**config.mk**
```make
export PLATFORM = sky130hd
export DESIGN_NAME = ysyx_25020047_seq_flat
export DESIGN_NICKNAME = d
export VERILOG_FILES = /design/src/rtl/ysyx_25020047_seq_if.sv /design/src/rtl/ysyx_25020047_seq.sv /design/src/flat_wrapper.sv
export SDC_FILE = /design/constraint.sdc
export NUM_CORES = 1
export LEC_CHECK = 0
export ABC_CLOCK_PERIOD_IN_PS = 5300
export CELL_PAD_IN_SITES_DETAIL_PLACEMENT = 0
export CELL_PAD_IN_SITES_GLOBAL_PLACEMENT = 1
export CORE_AREA = 2 2 111 194
export DETAILED_ROUTE_END_ITERATION = 6
export DIE_AREA = 0 0 113 196
export MAX_ROUTING_LAYER = met4
export PLACE_DENSITY_LB_ADDON = 0.1
export SLEW_MARGIN = 20
export SYNTH_ARGS = -nofsm -noshare
export SYNTH_HDL_FRONTEND = slang
export SYNTH_SLANG_ARGS = --single-unit
```
**constraint.sdc**
```tcl
create_clock -name clk -period 5.3 [get_ports clk]
set_input_delay 0.53 -clock clk [delete_from_list [all_inputs] [get_ports clk]]
set_output_delay 0.53 -clock clk [all_outputs]
set_load 0.005 [all_outputs]
```
**src/rtl/ysyx_25020047_seq_if.sv**
```systemverilog
// Bundles the fetch, execute, load/store and status signals of the instruction sequencer.
// The sequencer uses the slave view; its environment uses the master view.
interface ysyx_25020047_seq_if;
    logic        ifu_req;
    logic        ifu_rvalid;
    logic [31:0] inst_type;
    logic [31:0] exu_result;
    logic        exu_reg_wen;
    logic        exu_read;
    logic        exu_write;
    logic        lsu_req;
    logic        lsu_wen;
    logic        lsu_rvalid;
    logic        rf_wen;
    logic [31:0] pc;
    logic [31:0] snpc;
    logic        halt;
    logic        abort;
    logic [31:0] retired;
    logic [2:0]  state;

    modport slave (
        input  ifu_rvalid, inst_type, exu_result, exu_reg_wen, exu_read, exu_write, lsu_rvalid,
        output ifu_req, lsu_req, lsu_wen, rf_wen, pc, snpc, halt, abort, retired, state
    );

    modport master (
        output ifu_rvalid, inst_type, exu_result, exu_reg_wen, exu_read, exu_write, lsu_rvalid,
        input  ifu_req, lsu_req, lsu_wen, rf_wen, pc, snpc, halt, abort, retired, state
    );
endinterface

```
**src/rtl/ysyx_25020047_seq.sv**
```systemverilog
// Multi-cycle instruction sequencer: fetch, execute, optional memory access, writeback.
// Waits for memory are bounded by TIMEOUT; ebreak halts and illegal types or timeouts abort.
//
// state | meaning
// IDLE  | first cycle after reset
// FETCH | ifu_req held until ifu_rvalid
// EXEC  | decode one-hot type, capture type/store/writeback flags
// MEM   | lsu_req held until lsu_rvalid
// WB    | rf_wen pulse, pc and retired update
// HALT  | ebreak reached, absorbing
// ABORT | illegal type or timeout, absorbing
module ysyx_25020047_seq #(
    parameter logic [31:0] RESET_PC  = 32'h8000_0000,
    parameter logic [7:0]  TIMEOUT   = 8'd255,
    parameter logic [31:0] TYPE_MASK = 32'h0000_FFFF
) (
    input  logic clk,
    input  logic rst_n,
    ysyx_25020047_seq_if.slave bus
);

    typedef enum logic [2:0] {
        S_IDLE  = 3'd0,
        S_FETCH = 3'd1,
        S_EXEC  = 3'd2,
        S_MEM   = 3'd3,
        S_WB    = 3'd4,
        S_HALT  = 3'd5,
        S_ABORT = 3'd6
    } state_e;

    localparam logic [31:0] T_EBREAK = 32'h0000_0004;
    localparam logic [31:0] T_JALR   = 32'h0000_0002;
    localparam logic [31:0] T_JAL    = 32'h0000_0400;
    localparam logic [31:0] T_BEQ    = 32'h0000_4000;
    localparam logic [31:0] T_BNE    = 32'h0000_8000;

    state_e      state_q,   state_d;
    logic [31:0] pc_q,      pc_d;
    logic [31:0] snpc_q,    snpc_d;
    logic [31:0] retired_q, retired_d;
    logic [7:0]  cnt_q,     cnt_d;
    logic [31:0] type_q,    type_d;
    logic        store_q,   store_d;
    logic        wen_q,     wen_d;
    logic        ifu_req_q, ifu_req_d;
    logic        lsu_req_q, lsu_req_d;
    logic        lsu_wen_q, lsu_wen_d;
    logic        rf_wen_q,  rf_wen_d;
    logic        halt_q,    halt_d;
    logic        abort_q,   abort_d;

    logic        type_ok;
    logic [31:0] next_pc;

    // Legal types have exactly one bit set, and only inside the decoder's type field.
    assign type_ok = (bus.inst_type != 32'd0)
                  && ((bus.inst_type & (bus.inst_type - 32'd1)) == 32'd0)
                  && ((bus.inst_type & ~TYPE_MASK) == 32'd0);

    always_comb begin
        state_d   = state_q;
        pc_d      = pc_q;
        snpc_d    = snpc_q;
        retired_d = retired_q;
        cnt_d     = cnt_q;
        type_d    = type_q;
        store_d   = store_q;
        wen_d     = wen_q;
        next_pc   = snpc_q;

        case (type_q)
            T_JAL, T_JALR, T_BEQ, T_BNE: next_pc = bus.exu_result;
            default:                     next_pc = snpc_q;
        endcase

        case (state_q)
            S_IDLE: begin
                state_d = S_FETCH;
                cnt_d   = 8'd0;
            end
            S_FETCH: begin
                if (bus.ifu_rvalid)
                    state_d = S_EXEC;
                else if (cnt_q == TIMEOUT)
                    state_d = S_ABORT;
                else
                    cnt_d = cnt_q + 8'd1;
            end
            S_EXEC: begin
                type_d  = bus.inst_type;
                store_d = bus.exu_write;
                wen_d   = bus.exu_reg_wen;
                if (bus.inst_type == T_EBREAK)
                    state_d = S_HALT;
                else if (!type_ok)
                    state_d = S_ABORT;
                else if (bus.exu_read || bus.exu_write) begin
                    state_d = S_MEM;
                    cnt_d   = 8'd0;
                end else
                    state_d = S_WB;
            end
            S_MEM: begin
                if (bus.lsu_rvalid)
                    state_d = S_WB;
                else if (cnt_q == TIMEOUT)
                    state_d = S_ABORT;
                else
                    cnt_d = cnt_q + 8'd1;
            end
            S_WB: begin
                pc_d      = next_pc;
                snpc_d    = next_pc + 32'd4;
                retired_d = retired_q + 32'd1;
                cnt_d     = 8'd0;
                state_d   = S_FETCH;
            end
            S_HALT:  state_d = S_HALT;
            S_ABORT: state_d = S_ABORT;
            default: state_d = S_ABORT;
        endcase

        // Outputs are registered from the next state so they line up with state_q.
        ifu_req_d = (state_d == S_FETCH);
        lsu_req_d = (state_d == S_MEM);
        lsu_wen_d = (state_d == S_MEM) && store_d;
        rf_wen_d  = (state_d == S_WB) && wen_d;
        halt_d    = (state_d == S_HALT);
        abort_d   = (state_d == S_ABORT);
    end

    always_ff @(posedge clk or negedge rst_n) begin
        if (!rst_n) begin
            state_q   <= S_IDLE;
            pc_q      <= RESET_PC;
            snpc_q    <= RESET_PC + 32'd4;
            retired_q <= 32'd0;
            cnt_q     <= 8'd0;
            type_q    <= 32'd0;
            store_q   <= 1'b0;
            wen_q     <= 1'b0;
            ifu_req_q <= 1'b0;
            lsu_req_q <= 1'b0;
            lsu_wen_q <= 1'b0;
            rf_wen_q  <= 1'b0;
            halt_q    <= 1'b0;
            abort_q   <= 1'b0;
        end else begin
            state_q   <= state_d;
            pc_q      <= pc_d;
            snpc_q    <= snpc_d;
            retired_q <= retired_d;
            cnt_q     <= cnt_d;
            type_q    <= type_d;
            store_q   <= store_d;
            wen_q     <= wen_d;
            ifu_req_q <= ifu_req_d;
            lsu_req_q <= lsu_req_d;
            lsu_wen_q <= lsu_wen_d;
            rf_wen_q  <= rf_wen_d;
            halt_q    <= halt_d;
            abort_q   <= abort_d;
        end
    end

    assign bus.ifu_req = ifu_req_q;
    assign bus.lsu_req = lsu_req_q;
    assign bus.lsu_wen = lsu_wen_q;
    assign bus.rf_wen  = rf_wen_q;
    assign bus.pc      = pc_q;
    assign bus.snpc    = snpc_q;
    assign bus.halt    = halt_q;
    assign bus.abort   = abort_q;
    assign bus.retired = retired_q;
    assign bus.state   = state_q;

endmodule

```
**src/flat_wrapper.sv**
```systemverilog
// flat-port wrapper written by rule: the top's interface ports become plain ports
module ysyx_25020047_seq_flat 
#(
    parameter logic [31:0] RESET_PC  = 32'h8000_0000,
    parameter logic [7:0]  TIMEOUT   = 8'd255,
    parameter logic [31:0] TYPE_MASK = 32'h0000_FFFF
)
  (clk, rst_n, bus_ifu_rvalid, bus_inst_type, bus_exu_result, bus_exu_reg_wen, bus_exu_read, bus_exu_write, bus_lsu_rvalid, bus_ifu_req, bus_lsu_req, bus_lsu_wen, bus_rf_wen, bus_pc, bus_snpc, bus_halt, bus_abort, bus_retired, bus_state);
  ysyx_25020047_seq_if bus_i ();
  input  logic clk;
  input  logic rst_n;
  input wire logic [$bits(bus_i.ifu_rvalid)-1:0] bus_ifu_rvalid;
  input wire logic [$bits(bus_i.inst_type)-1:0] bus_inst_type;
  input wire logic [$bits(bus_i.exu_result)-1:0] bus_exu_result;
  input wire logic [$bits(bus_i.exu_reg_wen)-1:0] bus_exu_reg_wen;
  input wire logic [$bits(bus_i.exu_read)-1:0] bus_exu_read;
  input wire logic [$bits(bus_i.exu_write)-1:0] bus_exu_write;
  input wire logic [$bits(bus_i.lsu_rvalid)-1:0] bus_lsu_rvalid;
  output wire logic [$bits(bus_i.ifu_req)-1:0] bus_ifu_req;
  output wire logic [$bits(bus_i.lsu_req)-1:0] bus_lsu_req;
  output wire logic [$bits(bus_i.lsu_wen)-1:0] bus_lsu_wen;
  output wire logic [$bits(bus_i.rf_wen)-1:0] bus_rf_wen;
  output wire logic [$bits(bus_i.pc)-1:0] bus_pc;
  output wire logic [$bits(bus_i.snpc)-1:0] bus_snpc;
  output wire logic [$bits(bus_i.halt)-1:0] bus_halt;
  output wire logic [$bits(bus_i.abort)-1:0] bus_abort;
  output wire logic [$bits(bus_i.retired)-1:0] bus_retired;
  output wire logic [$bits(bus_i.state)-1:0] bus_state;
  assign bus_i.ifu_rvalid = bus_ifu_rvalid;
  assign bus_i.inst_type = bus_inst_type;
  assign bus_i.exu_result = bus_exu_result;
  assign bus_i.exu_reg_wen = bus_exu_reg_wen;
  assign bus_i.exu_read = bus_exu_read;
  assign bus_i.exu_write = bus_exu_write;
  assign bus_i.lsu_rvalid = bus_lsu_rvalid;
  assign bus_ifu_req = bus_i.ifu_req;
  assign bus_lsu_req = bus_i.lsu_req;
  assign bus_lsu_wen = bus_i.lsu_wen;
  assign bus_rf_wen = bus_i.rf_wen;
  assign bus_pc = bus_i.pc;
  assign bus_snpc = bus_i.snpc;
  assign bus_halt = bus_i.halt;
  assign bus_abort = bus_i.abort;
  assign bus_retired = bus_i.retired;
  assign bus_state = bus_i.state;
  ysyx_25020047_seq #(.RESET_PC(RESET_PC), .TIMEOUT(TIMEOUT), .TYPE_MASK(TYPE_MASK)) u_core (.clk(clk), .rst_n(rst_n), .bus(bus_i));
endmodule
```
Yosys cells after proc, flatten, opt, wreduce, memory -nomap -nowiden:

Cells that the tools add are included.
W data, S select, Z words.

* add/subtract/negate cells: 4
* equal/unequal tests: 21
* mux-type cells: 17
* bitwise logic cells: 1
* reductions and logical operators: 13

Operators with widths (number)
* $logic_not A32 Y1: 2
* $mux W8: 6
* $add A32 B1 Y32 const B: 1
* $add A32 B3 Y32 const B: 1
* $and A32 B32 Y32: 1
* $eq A32 B11 Y1 const B: 1
* $eq A32 B15 Y1 const B: 1
* $eq A32 B16 Y1 const B: 1
* $eq A32 B2 Y1 const B: 1
* $eq A32 B3 Y1 const B: 1
* $mux W32: 1
* $pmux W8 S4: 1
* $reduce_bool A32 Y1: 1
* $sub A32 B1 Y32 const B: 1
* $mux W3: 6
* $eq A3 B3 Y1 const B: 5
* $pmux W3 S5: 1
* $eq A3 B2 Y1 const B: 3
* $add A8 B1 Y8 const B: 1
* $eq A8 B8 Y1 const B: 1
* $eq A3 B1 Y1 const B: 2
* $ne A2 B2 Y1 const B: 3
* $reduce_and A6 Y1: 1
* $logic_and A1 B1 Y1: 4
* 7 further kinds: 9

* bits in registers: 147
* input port bits: 71
* output and inout bits: 105
* logic and storage cells: 70

Longest topological paths before layout:

Gate-level depths: netlist of the first run.

* depth in word-level cells: 10
* depth in mapped cells: 17
* mapped depth without buffers: 12

Worst setup path after synthesis of the first run:

No wires, ideal clock.

* path type: reg2reg
* start: register u_core.type_q[10]
* end: register u_core.snpc_q[28] (netlist: u_core.bus.snpc[28])
* setup time: 0.086 ns
* arrival: 3.883 ns
* required time: 5.214 ns
* slack: 1.331 ns
* stages on the path, launching flop included: 18
* path buffers: 5
* cells stage by stage: dfrtp_1 -> or3_1 -> a31oi_1 -> or3_1 -> clkbuf_1 -> buf_2 -> buf_1 -> clkbuf_1 -> nand2_1 -> nand2_1 -> ha_1 -> clkbuf_1 -> nand3_1 -> mux2i_1 -> nand2_1 -> a2111oi_0 -> o22ai_1 -> nor3_1

* longest elaborated chain between the ends: 4
* elaborated cells between the ends (all ways): 7
* those cells by class: add/sub (1); eq/ne (4); mux (1); reduce/logical (1)

Ends and longest elaborated chain
* start, declared: line ysyx_25020047_seq.sv:43 `logic [31:0] type_q, type_d;`
* start signal, assigned: line ysyx_25020047_seq.sv:155 `type_q <= type_d;`
* $eq A32 B11 Y1, or another cell as far along: line ysyx_25020047_seq.sv:72 `case (type_q)`
* $reduce_or A4 Y1 *: line ysyx_25020047_seq.sv:72
* $mux W32 *: line ysyx_25020047_seq.sv:72
* named net u_core.next_pc[3]: line ysyx_25020047_seq.sv:54 `logic [31:0] next_pc;`
* $add A32 B3 Y32 *: line ysyx_25020047_seq.sv:114 `snpc_d = next_pc + 32'd4;`
* end signal, assigned: line ysyx_25020047_seq.sv:137 `snpc_q <= RESET_PC + 32'd4;`
* end signal, assigned: line ysyx_25020047_seq.sv:152 `snpc_q <= snpc_d;`
* end, declared: line ysyx_25020047_seq.sv:40 `logic [31:0] snpc_q, snpc_d;`

Mark *: on every way through the listed nets, which the timed path passes. The rest lies on a longest branch.
A chain may end at the register's enable or synchronous reset.

Worst setup path after layout of the first run:

* start: register u_core.type_q[11]
* end: register u_core.snpc_q[28] (netlist: u_core.bus.snpc[28])

The elaborated chain is that of the path after synthesis.

==> flow_summary.html, run 1 <==
<table>
<tr><th>Metric</th><th>Value</th></tr>
<tr><th colspan="2">Critical path</th></tr>
<tr><td>Reg2Reg Depth</td><td>13</td></tr>
<tr><td>Startpoint type of the worst setup path</td><td>flip-flop</td></tr>
<tr><td>Worst setup path endpoint</td><td>u_core.bus.snpc[28]</td></tr>
<tr><td>Required time of the critical path</td><td>5.66 ns</td></tr>
<tr><td>Most frequent cell on the critical path</td><td>nand2_1</td></tr>
<tr><td>Buf+Inv Stages, Crit Path</td><td>1</td></tr>
<tr><td>Highest cell delay on the worst timing path</td><td>0.63 ns</td></tr>
<tr><td>Number of gates on the worst path with buffers counted</td><td>13</td></tr>
<tr><td>CP max FO</td><td>40</td></tr>
<tr><td>Category of the worst setup path capture point</td><td>flip-flop</td></tr>
<tr><td>Slowest stage cell, crit path</td><td>a2111oi_0</td></tr>
<tr><td>Endpoint of the most critical register-to-register path</td><td>u_core.bus.snpc[28]</td></tr>
<tr><td>Worst-path cell chain</td><td>nor4_1 -&gt; nand4_1 -&gt; nor3_2 -&gt; buf_4 -&gt; nand2_1 -&gt; nand2_1 -&gt; ha_1 -&gt; nand3_1 -&gt; mux2i_1 -&gt; nand2_1 -&gt; a2111oi_0 -&gt; o22ai_1 -&gt; nor3_1</td></tr>
<tr><td>Source of the worst register-to-register timing path</td><td>u_core.type_q[11]</td></tr>
<tr><td>Critical path type</td><td>flip-flop to flip-flop</td></tr>
<tr><td>Arrival @ worst endpoint</td><td>4.48 ns</td></tr>
<tr><td>R2r setup slk</td><td>1.18 ns</td></tr>
<tr><td>Top cell family by delay on the critical path</td><td>simple AND/OR/NAND/NOR gates</td></tr>
<tr><td>Beginning of the critical path</td><td>u_core.type_q[11]</td></tr>
<tr><th colspan="2">Clock tree</th></tr>
<tr><td>Quantity of gates resized following cts</td><td>0</td></tr>
<tr><td>Post-CTS repair timing setup buffer count</td><td>0</td></tr>
<tr><td>Number of hold buffers added after CTS</td><td>0</td></tr>
<tr><td>CTS tree</td><td>yes</td></tr>
<tr><td>Source-to-sink clock delay at the later pin of the worst-skew pair</td><td>0.44 ns</td></tr>
<tr><td>Clock Path Buffers</td><td>2</td></tr>
<tr><td>Clk sink count</td><td>145</td></tr>
<tr><td>Root Driver</td><td>clkbuf_16</td></tr>
<tr><td>Number of clock buffers inserted by TritonCTS</td><td>17</td></tr>
<tr><td>H-Tree Level Count</td><td>4</td></tr>
<tr><td>Worst-path clk slew</td><td>0.06 ns</td></tr>
<tr><th colspan="2">Power</th></tr>
<tr><td>Share of total power in sequential cells</td><td>41.2%</td></tr>
<tr><td>Clk network pwr share</td><td>36.0%</td></tr>
<tr><td>Net Sw Frac</td><td>29.34%</td></tr>
<tr><td>Lkg Pwr</td><td>4.396 nW</td></tr>
<tr><td>VDD IR-drop max</td><td>208.7 uV</td></tr>
<tr><td>Share of power burned in combinational logic</td><td>22.8%</td></tr>
<tr><td>Total net switching power</td><td>0.001061 W</td></tr>
<tr><td>Power density of the placed cells</td><td>351.1 mW/mm^2</td></tr>
<tr><td>Internal Pwr Total</td><td>0.002555 W</td></tr>
<tr><th colspan="2">Synth</th></tr>
<tr><td>Total nets after synthesis</td><td>895</td></tr>
<tr><td>Count of yosys warnings during synthesis</td><td>0</td></tr>
<tr><td>Number of unique standard cell types used by synthesis</td><td>60</td></tr>
<tr><td>Number of synthesized register bits</td><td>145</td></tr>
<tr><td>Cell taking the most area after synthesis</td><td>dfrtp_1</td></tr>
<tr><td>Share of the yosys chip area belonging to registers</td><td>47.14%</td></tr>
<tr><td>Dominant synthesized flop cell</td><td>dfrtp_1</td></tr>
<tr><td>Syn Std Cell Area</td><td>0.007705 sq mm</td></tr>
<tr><td>Avg Inst Size Synth</td><td>9.385 sq um</td></tr>
<tr><td>Instance count of the mapped netlist</td><td>821</td></tr>
<tr><td>Share of synthesized registers carrying an async set or reset</td><td>100.0%</td></tr>
<tr><td>Synth top area share</td><td>46.12%</td></tr>
<tr><td>Leading cell types by total area after synthesis</td><td>dfrtp_1 46%, mux2_2 5.3%, nand2_1 5.3%</td></tr>
<tr><td>Post-synth EDFFs</td><td>0</td></tr>
<tr><th colspan="2">Placed design</th></tr>
<tr><td>Post-Place Cells</td><td>1214</td></tr>
<tr><td>IO buf count</td><td>175</td></tr>
<tr><td>RD Place Congestion</td><td>0.8435</td></tr>
<tr><td>Final HPWL from detailed placement</td><td>16110 um</td></tr>
<tr><th colspan="2">Global routing</th></tr>
<tr><td>Vias in the first global route</td><td>6781</td></tr>
<tr><td>GRT Overall Usage</td><td>21.21%</td></tr>
<tr><td>Initial antenna violation count</td><td>0</td></tr>
<tr><td>First-pass GRT wire length</td><td>36230 um</td></tr>
<tr><td>Residual overflow from global routing</td><td>0</td></tr>
<tr><td>Maximum number of pins on one net before global-route repair</td><td>94</td></tr>
<tr><th colspan="2">Run status</th></tr>
<tr><td>Failing checks</td><td>DRC</td></tr>
<tr><td>Outcome</td><td>finished with violations</td></tr>
<tr><th colspan="2">Layout</th></tr>
<tr><td>Filler cell count</td><td>1986</td></tr>
<tr><td>Area of combinational cells with multiple inputs</td><td>0.003896 sq mm</td></tr>
<tr><td># nets final</td><td>1055</td></tr>
<tr><td>Most frequent standard cell in the layout excluding fill and tap cells</td><td>clkdlybuf4s50_1</td></tr>
<tr><td>Share of final-layout standard cells stronger than drive strength 1</td><td>8.954%</td></tr>
<tr><td>N_diodes</td><td>0</td></tr>
<tr><td>Area growth, synth to finish</td><td>33.65%</td></tr>
<tr><td>Seq. cell area</td><td>0.003632 sq mm</td></tr>
<tr><td>Leading cell types in the layout, fill and taps excluded</td><td>174 x clkdlybuf4s50_1, 142 x dfrtp_1, 107 x nand2_1</td></tr>
<tr><td>Fin cells</td><td>1246</td></tr>
<tr><th colspan="2">STA</th></tr>
<tr><td>Final TNS setup</td><td>0 ns</td></tr>
<tr><td>Finish-stage setup viols</td><td>0</td></tr>
<tr><td>Setup repair after global routing missed its margin</td><td>false</td></tr>
<tr><td>Final number of max-transition violations</td><td>0</td></tr>
<tr><td>Final critical path time including I/O delays and setup</td><td>4.120 ns</td></tr>
<tr><td>FMAX</td><td>0.2427 GHz</td></tr>
<tr><td>Final worst-path cycle share</td><td>77.73%</td></tr>
<tr><td>Least-Margin Pin Slew</td><td>0.9918 ns</td></tr>
<tr><td>Worst slew margin relative to its limit</td><td>33.72%</td></tr>
<tr><td>Number of hold violations in the final report</td><td>0</td></tr>
<tr><td>Largest clock skew in the final design</td><td>0.009374 ns</td></tr>
<tr><th colspan="2">Floorplan</th></tr>
<tr><td>Area inside the core boundary</td><td>0.02067 sq mm</td></tr>
<tr><td>Width of the chip</td><td>113 um</td></tr>
<tr><td>Die Y-Extent</td><td>196 um</td></tr>
<tr><td>Initial core utilization</td><td>37.28%</td></tr>
<tr><td>I/O Pins</td><td>176</td></tr>
<tr><td>Std-Cell Rows</td><td>70</td></tr>
<tr><td>Die area</td><td>0.02215 sq mm</td></tr>
<tr><th colspan="2">Route</th></tr>
<tr><td>Total number of vias</td><td>6885</td></tr>
<tr><td>Post-route antenna net violation count</td><td>0</td></tr>
<tr><td>Routed wire per std cell</td><td>18.22 um</td></tr>
<tr><td>Post-DR vias/cell</td><td>5.526</td></tr>
<tr><td>Initial DRC count</td><td>370</td></tr>
<tr><td>Final wirelength</td><td>22710 um</td></tr>
<tr><td>TritonRoute pass-1 iters</td><td>7</td></tr>
<tr><td>Residual DRC count</td><td>12</td></tr>
<tr><th colspan="2">Min path</th></tr>
<tr><td>Path category of the worst min-delay check</td><td>input pin to asynchronous set/reset pin</td></tr>
<tr><th colspan="2">Job</th></tr>
<tr><td>Max-capacitance violation count</td><td>0</td></tr>
</table>
==> synthesized netlist by cell type, types with 2 or more instances <==
cell type  number
a31oi_1        11
and4_1          3
dfrtp_1       142
mux2_2         36
o32ai_1         6
buf_2           9
a21boi_0        2
a2111oi_0       2
o311a_1         2
inv_1           7
nand2b_1        7
and2_1          5
ha_1            3
mux2i_1        35
o2bb2ai_1       2
o21a_1          6
o21ai_0        53
nand4_1        18
nor4b_1         2
xor2_1         12
nor2_1         69
buf_4           2
and3_1         26
or3_1           7
a21oi_1        50
a211oi_1       23
o22ai_1         2
nor3_1         15
or2_2           2
nand2_1       108
buf_1           8
dfstp_2         3
a21o_1          5
nand3_1        51
o2111ai_1       2
nor3b_1         2
clkbuf_1       18
or4_1           2
nand3b_1        2
a22o_1          4
xnor2_1        24
nor4_1         14
o31ai_1         2
==> area by class of cell <==
cell class                      count  share of cell area [%]
Clock buffer                       17                   4.131
Clock inverter                     15                   2.005
Inverter                            7                  0.2552
Multi-Input combinational cell    631                   37.84
Sequential cell                   145                   35.27
Tap cell                          252                   3.062
Timing Repair Buffer              179                   17.44
==> worst reg2reg max path: stages (launching register included) <==
cell and delay (ns):
dfrtp_1 0.37, nor4_1 0.47, nand4_1 0.19, nor3_2 0.13, buf_4 0.42, nand2_1 0.13, nand2_1 0.11, ha_1 0.40
nand3_1 0.19, mux2i_1 0.55, nand2_1 0.10, a2111oi_0 0.63, o22ai_1 0.15, nor3_1 0.20
==> cells by family (layout without fill, tap and decap cells) <==
kind of cell | count (synthesis) | after routing | synth area share, %
DFF | 145 | 145 | 47.14
xor gates and xnor gates | 36 | 36 | 4.092
and+or+nand+nor | 338 | 338 | 21.03
adders and majority gates | 3 | 3 | 0.4872
AOI/OAI and AO/OA | 183 | 183 | 14.91
muxes | 71 | 71 | 9.808
buffers and inverters | 45 | 218 | 2.533
==> registers in the layout, indices dropped and copies added (netlist names), 3 cells and up <==
register,cells
u_core.bus.pc,30
u_core.bus.snpc,32
u_core.cnt_q,8
u_core.bus.state,3
u_core.bus.retired,32
u_core.type_q,32
==> stage by stage <==
step	utilization, %	hold WS (ns)	area (sq um)	total power (W)	setup WS, ns
after floorplan	-	0.2344	7705	0.001913	1.331
after global placement	46.76	0.4594	9666	0.002337	1.331
after detailed placement	46.76	0.4680	9666	0.002345	1.214
after CTS	49.82	0.2098	10300	0.003658	1.202
after global routing	49.82	0.2398	10300	0.003830	0.8279
final	49.82	0.1519	10300	0.003616	1.180
==> how the worst min path moves through the flow <==
stage / startpoint / end / slack, ns / depth (start not counted)
global route: rst_n / u_core.bus.retired[31] / 0.24 / 1
detailed placement: u_core.bus.retired[31] / u_core.bus.retired[31] / 0.47 / 1
floorplan: rst_n / u_core.bus.abort / 0.23 / 0
global placement: u_core.bus.retired[31] / u_core.bus.retired[31] / 0.46 / 1
CTS: rst_n / u_core.bus.retired[31] / 0.21 / 1
finish: rst_n / u_core.bus.retired[31] / 0.15 / 1
==> power groups by stage <==
stage	logic, W	clock network (W)	registers (W)
detailed placement	0.000834	0	0.00151
CTS	0.000837	0.00133	0.00149
global placement	0.000831	0	0.00151
floorplan	0.000439	0	0.00147
global route	0.000927	0.00138	0.00152
finish	0.000823	0.00130	0.00149
==> metal layers <==
metal | up-vias | global-route usage (%) | wire length [um]
li1 | 3313 | - | -
met1 | 3378 | 24.79 | 9337
met2 | 170 | 36.39 | 11940
met3 | 24 | 4.788 | 1081
met4 | 0 | 6.188 | 352
met5 | - | - | 0
(Power assumes the default switching activity.)
==> run 2, diff against run 1 <==
--- a/config.mk
+++ b/config.mk
@@ -5,7 +5,7 @@
 export SDC_FILE = /design/constraint.sdc
 export NUM_CORES = 1
 export LEC_CHECK = 0
-export ABC_CLOCK_PERIOD_IN_PS = 5300
+export ABC_CLOCK_PERIOD_IN_PS = 3900
 export CELL_PAD_IN_SITES_DETAIL_PLACEMENT = 0
 export CELL_PAD_IN_SITES_GLOBAL_PLACEMENT = 1
 export CORE_AREA = 2 2 111 194
==> constraint.sdc (replaced) <==
create_clock -name clk -period 3.9 [get_ports clk]
set_input_delay 0.39 -clock clk [delete_from_list [all_inputs] [get_ports clk]]
set_output_delay 0.39 -clock clk [all_outputs]
set_load 0.005 [all_outputs]
==> run 2 against run 1 <==
  * The flow still finishes with violations (DRC)
  * Count of clock-buffer cells in the layout up 5
  * Maximum frequency up 25%
  * Final cell count up 0.80%
  * Via count down 0.49%
  * Critical path depth down 2
  * Non-clock buffer count up 13
  * Sequential power up 36%
  * Critical path type unchanged
  * Design area up 0.40%
  * Largest cell class unchanged
  * Worst hold slack worse by 0.090 ns
  * Setup slack worse by 0.57 ns
==> flow_summary.html, run 2 (synthesis gave the netlist of run 1 again) <==
<table>
<tr><th>Metric</th><th>Value</th></tr>
<tr><th colspan="2">Route</th></tr>
<tr><td>Post-DR vias/cell</td><td>5.455 (-1.3%)</td></tr>
<tr><td>Residual DRC count</td><td>12 (unchanged)</td></tr>
<tr><td>Total number of vias</td><td>6851 (-0.49%)</td></tr>
<tr><td>Routed wire per std cell</td><td>18.29 um (+0.37%)</td></tr>
<tr><td>Final wirelength</td><td>22970 um (+1.2%)</td></tr>
<tr><td>Initial DRC count</td><td>342 (-7.6%)</td></tr>
<tr><td>Post-route antenna net violation count</td><td>0 (unchanged)</td></tr>
<tr><td>TritonRoute pass-1 iters</td><td>6 (-1)</td></tr>
<tr><th colspan="2">Placed design</th></tr>
<tr><td>Final HPWL from detailed placement</td><td>16770 um (+4.1%)</td></tr>
<tr><td>Worst setup timing slack at the placement stage</td><td>0.4034 ns (-0.8108 ns)</td></tr>
<tr><td>IO buf count</td><td>175 (unchanged)</td></tr>
<tr><td>RD Place Congestion</td><td>0.8269 (-2.0%)</td></tr>
<tr><td>Placed Area</td><td>0.009764 sq mm (+1.0%)</td></tr>
<tr><th colspan="2">STA</th></tr>
<tr><td>Final critical path time including I/O delays and setup</td><td>3.285 ns (-0.8347 ns)</td></tr>
<tr><td>Largest clock skew in the final design</td><td>0.008005 ns (-0.001369 ns)</td></tr>
<tr><td>Final TNS setup</td><td>0 ns (unchanged)</td></tr>
<tr><td>Post-layout worst setup margin</td><td>0.6149 ns (-0.5653 ns)</td></tr>
<tr><td>Finish-stage setup viols</td><td>0 (unchanged)</td></tr>
<tr><td>Worst slew margin relative to its limit</td><td>39.86% (+6.1 points)</td></tr>
<tr><td>Least-Margin Pin Slew</td><td>0.9021 ns (-0.08976 ns)</td></tr>
<tr><td>Number of hold violations in the final report</td><td>0 (unchanged)</td></tr>
<tr><td>FMAX</td><td>0.3044 GHz (+25%)</td></tr>
<tr><td>Setup repair after global routing missed its margin</td><td>false</td></tr>
<tr><td>Final worst-path cycle share</td><td>84.23% (+6.5 points)</td></tr>
<tr><td>Final number of max-transition violations</td><td>0 (unchanged)</td></tr>
<tr><th colspan="2">Global routing</th></tr>
<tr><td>Vias in the first global route</td><td>6882 (+1.5%)</td></tr>
<tr><td>Maximum number of pins on one net before global-route repair</td><td>95 (+1.1%)</td></tr>
<tr><td>GRT Overall Usage</td><td>21.83% (+0.62 points)</td></tr>
<tr><td>First-pass GRT wire length</td><td>37120 um (+2.5%)</td></tr>
<tr><td>Residual overflow from global routing</td><td>0 (unchanged)</td></tr>
<tr><td>Initial antenna violation count</td><td>0 (unchanged)</td></tr>
<tr><th colspan="2">Layout</th></tr>
<tr><td>Area growth, synth to finish</td><td>34.18%</td></tr>
<tr><td>N_diodes</td><td>0 (unchanged)</td></tr>
<tr><td>End-of-flow core utilization</td><td>50.02% (+0.20 points)</td></tr>
<tr><td>Leading cell types in the layout, fill and taps excluded</td><td>174 x clkdlybuf4s50_1, 142 x dfrtp_1, 107 x nand2_1</td></tr>
<tr><td>Share of final-layout standard cells stronger than drive strength 1</td><td>9.562% (+0.61 points)</td></tr>
<tr><td>Filler cell count</td><td>1991 (+0.25%)</td></tr>
<tr><td># nets final</td><td>1068 (+1.2%)</td></tr>
<tr><td>Final cell area excluding filler cells</td><td>0.01034 sq mm (+0.40%)</td></tr>
<tr><td>Most frequent standard cell in the layout excluding fill and tap cells</td><td>clkdlybuf4s50_1</td></tr>
<tr><th colspan="2">Floorplan</th></tr>
<tr><td>Std-Cell Rows</td><td>70 (unchanged)</td></tr>
<tr><td>Die area</td><td>0.02215 sq mm (unchanged)</td></tr>
<tr><td>I/O Pins</td><td>176 (unchanged)</td></tr>
<tr><td>Die Y-Extent</td><td>196 um (unchanged)</td></tr>
<tr><td>Initial core utilization</td><td>37.28% (unchanged)</td></tr>
<tr><td>Area inside the core boundary</td><td>0.02067 sq mm (unchanged)</td></tr>
<tr><td>Width of the chip</td><td>113 um (unchanged)</td></tr>
<tr><th colspan="2">Critical path</th></tr>
<tr><td>Highest cell delay on the worst timing path</td><td>0.60 ns (-0.03 ns)</td></tr>
<tr><td>Category of the worst setup path capture point</td><td>flip-flop</td></tr>
<tr><td>Worst-path cell chain</td><td>nor4_1 -&gt; buf_4 -&gt; nand4_1 -&gt; or3_2 -&gt; buf_4 -&gt; buf_4 -&gt; nor3_1 -&gt; nor2_1 -&gt; nor3_1 -&gt; o21ai_0 -&gt; a21o_1</td></tr>
<tr><td>Most frequent cell on the critical path</td><td>buf_4</td></tr>
<tr><td>Buf+Inv Stages, Crit Path</td><td>3 (+2)</td></tr>
<tr><td>Slowest stage cell, crit path</td><td>or3_2</td></tr>
<tr><td>Arrival @ worst endpoint</td><td>3.61 ns (-0.87 ns)</td></tr>
<tr><td>Required time of the critical path</td><td>4.22 ns (-1.44 ns)</td></tr>
<tr><td>Startpoint type of the worst setup path</td><td>flip-flop</td></tr>
<tr><td>Top cell family by delay on the critical path</td><td>simple AND/OR/NAND/NOR gates</td></tr>
<tr><td>Critical path type</td><td>flip-flop to flip-flop</td></tr>
<tr><td>CP max FO</td><td>27 (-33%)</td></tr>
<tr><th colspan="2">Clock tree</th></tr>
<tr><td>Post-CTS repair timing setup buffer count</td><td>0 (unchanged)</td></tr>
<tr><td>H-Tree Level Count</td><td>4 (unchanged)</td></tr>
<tr><td>Worst-path clk slew</td><td>0.06 ns (about the same)</td></tr>
<tr><td>Number of hold buffers added after CTS</td><td>0 (unchanged)</td></tr>
<tr><td>Root Driver</td><td>clkbuf_16</td></tr>
<tr><td>CTS tree</td><td>yes</td></tr>
<tr><td>Clock Path Buffers</td><td>2 (unchanged)</td></tr>
<tr><td>Source-to-sink clock delay at the later pin of the worst-skew pair</td><td>0.43 ns (about the same)</td></tr>
<tr><td>Clk sink count</td><td>145 (unchanged)</td></tr>
<tr><td>Quantity of gates resized following cts</td><td>0 (unchanged)</td></tr>
<tr><td>Number of clock buffers inserted by TritonCTS</td><td>17 (unchanged)</td></tr>
<tr><th colspan="2">Run status</th></tr>
<tr><td>Outcome</td><td>finished with violations</td></tr>
<tr><td>Failing checks</td><td>DRC</td></tr>
<tr><th colspan="2">Power</th></tr>
<tr><td>Lkg Pwr</td><td>4.439 nW (+0.99%)</td></tr>
<tr><td>VDD IR-drop max</td><td>424.7 uV (+100%)</td></tr>
<tr><td>Overall power</td><td>0.004824 W (+33%)</td></tr>
<tr><td>Power density of the placed cells</td><td>466.6 mW/mm^2 (+33%)</td></tr>
<tr><th colspan="2">Job</th></tr>
<tr><td>Max-capacitance violation count</td><td>0 (unchanged)</td></tr>
<tr><th colspan="2">Min path</th></tr>
<tr><td>Path category of the worst min-delay check</td><td>input pin to asynchronous set/reset pin</td></tr>
</table>
[run 2: changes by cell type in the layout (fill, tap and decap cells not counted)]
cell / delta
clkbuf_1: +3
clkbuf_8: +2
a2111oi_0: -1
clkinv_2: +2
bufinv_16: -1
clkinvlp_4: -2
buf_4: +13
a2111oi_1: +1
clkinv_4: -4
inv_6: -3
[run 2: layout make-up]
type	instances	area, sq um	area share, %
Multi-Input combinational cell	631	3897	37.70
Clock inverter	7	110.1	1.065
Tap cell	252	315.3	3.050
Sequential cell	145	3632	35.13
Clock buffer	22	464.2	4.490
Timing Repair Buffer	192	1893	18.31
Inverter	7	26.28	0.2541
[run 2: path summary, 6_finish.rpt]
kind | endpoint | slack (ns) | depth (start not counted) | start
setup / recovery | u_core.bus.snpc[26] | 0.61 | 11 | u_core.type_q[29]
hold / removal | u_core.bus.retired[31] | 0.06 | 1 | rst_n
setup reg to reg | u_core.bus.snpc[26] | 0.61 | 11 | u_core.type_q[29]
hold reg to reg | u_core.bus.pc[12] | 0.47 | 2 | u_core.bus.pc[12]
max in group asynchronous | u_core.type_q[24] | 3.01 | 2 | rst_n
min in group clk | u_core.bus.pc[12] | 0.47 | 2 | u_core.bus.pc[12]
[run 2: worst reg2reg max path: stages, from the launching register on]
cell and delay (ns):
dfrtp_1 0.37, nor4_1 0.32, buf_4 0.18, nand4_1 0.18, or3_2 0.60, buf_4 0.29
buf_4 0.27, nor3_1 0.20, nor2_1 0.06, nor3_1 0.36, o21ai_0 0.15, a21o_1 0.20
[run 2: through the flow]
stage                     hold slack, ns  cells
final                            0.06160   1256
after global routing              0.1511   1256
after CTS                         0.1039   1256
after detailed placement          0.4688   1227
after global placement            0.4611   1227
after floorplan                  0.09441    821
[run 2: metal layers]
metal	vias up	wire length (um)	GRT usage, %	share of wire [%]
met3	28	1127	4.603	4.9
met1	3321	9159	24.59	40
met4	0	456	7.362	2.0
met2	173	12230	38.23	53
met5	-	0	-	0
li1	3329	-	-	-
[run 2: where the power goes]
part / switching [W] / leakage (nW) / total, W / internal (W)
clock: 0.000626 / 0.285 / 0.00165 / 0.00102
sequential: 0.000210 / 1.71 / 0.00203 / 0.00182
combinational: 0.000554 / 2.45 / 0.00114 / 0.000588
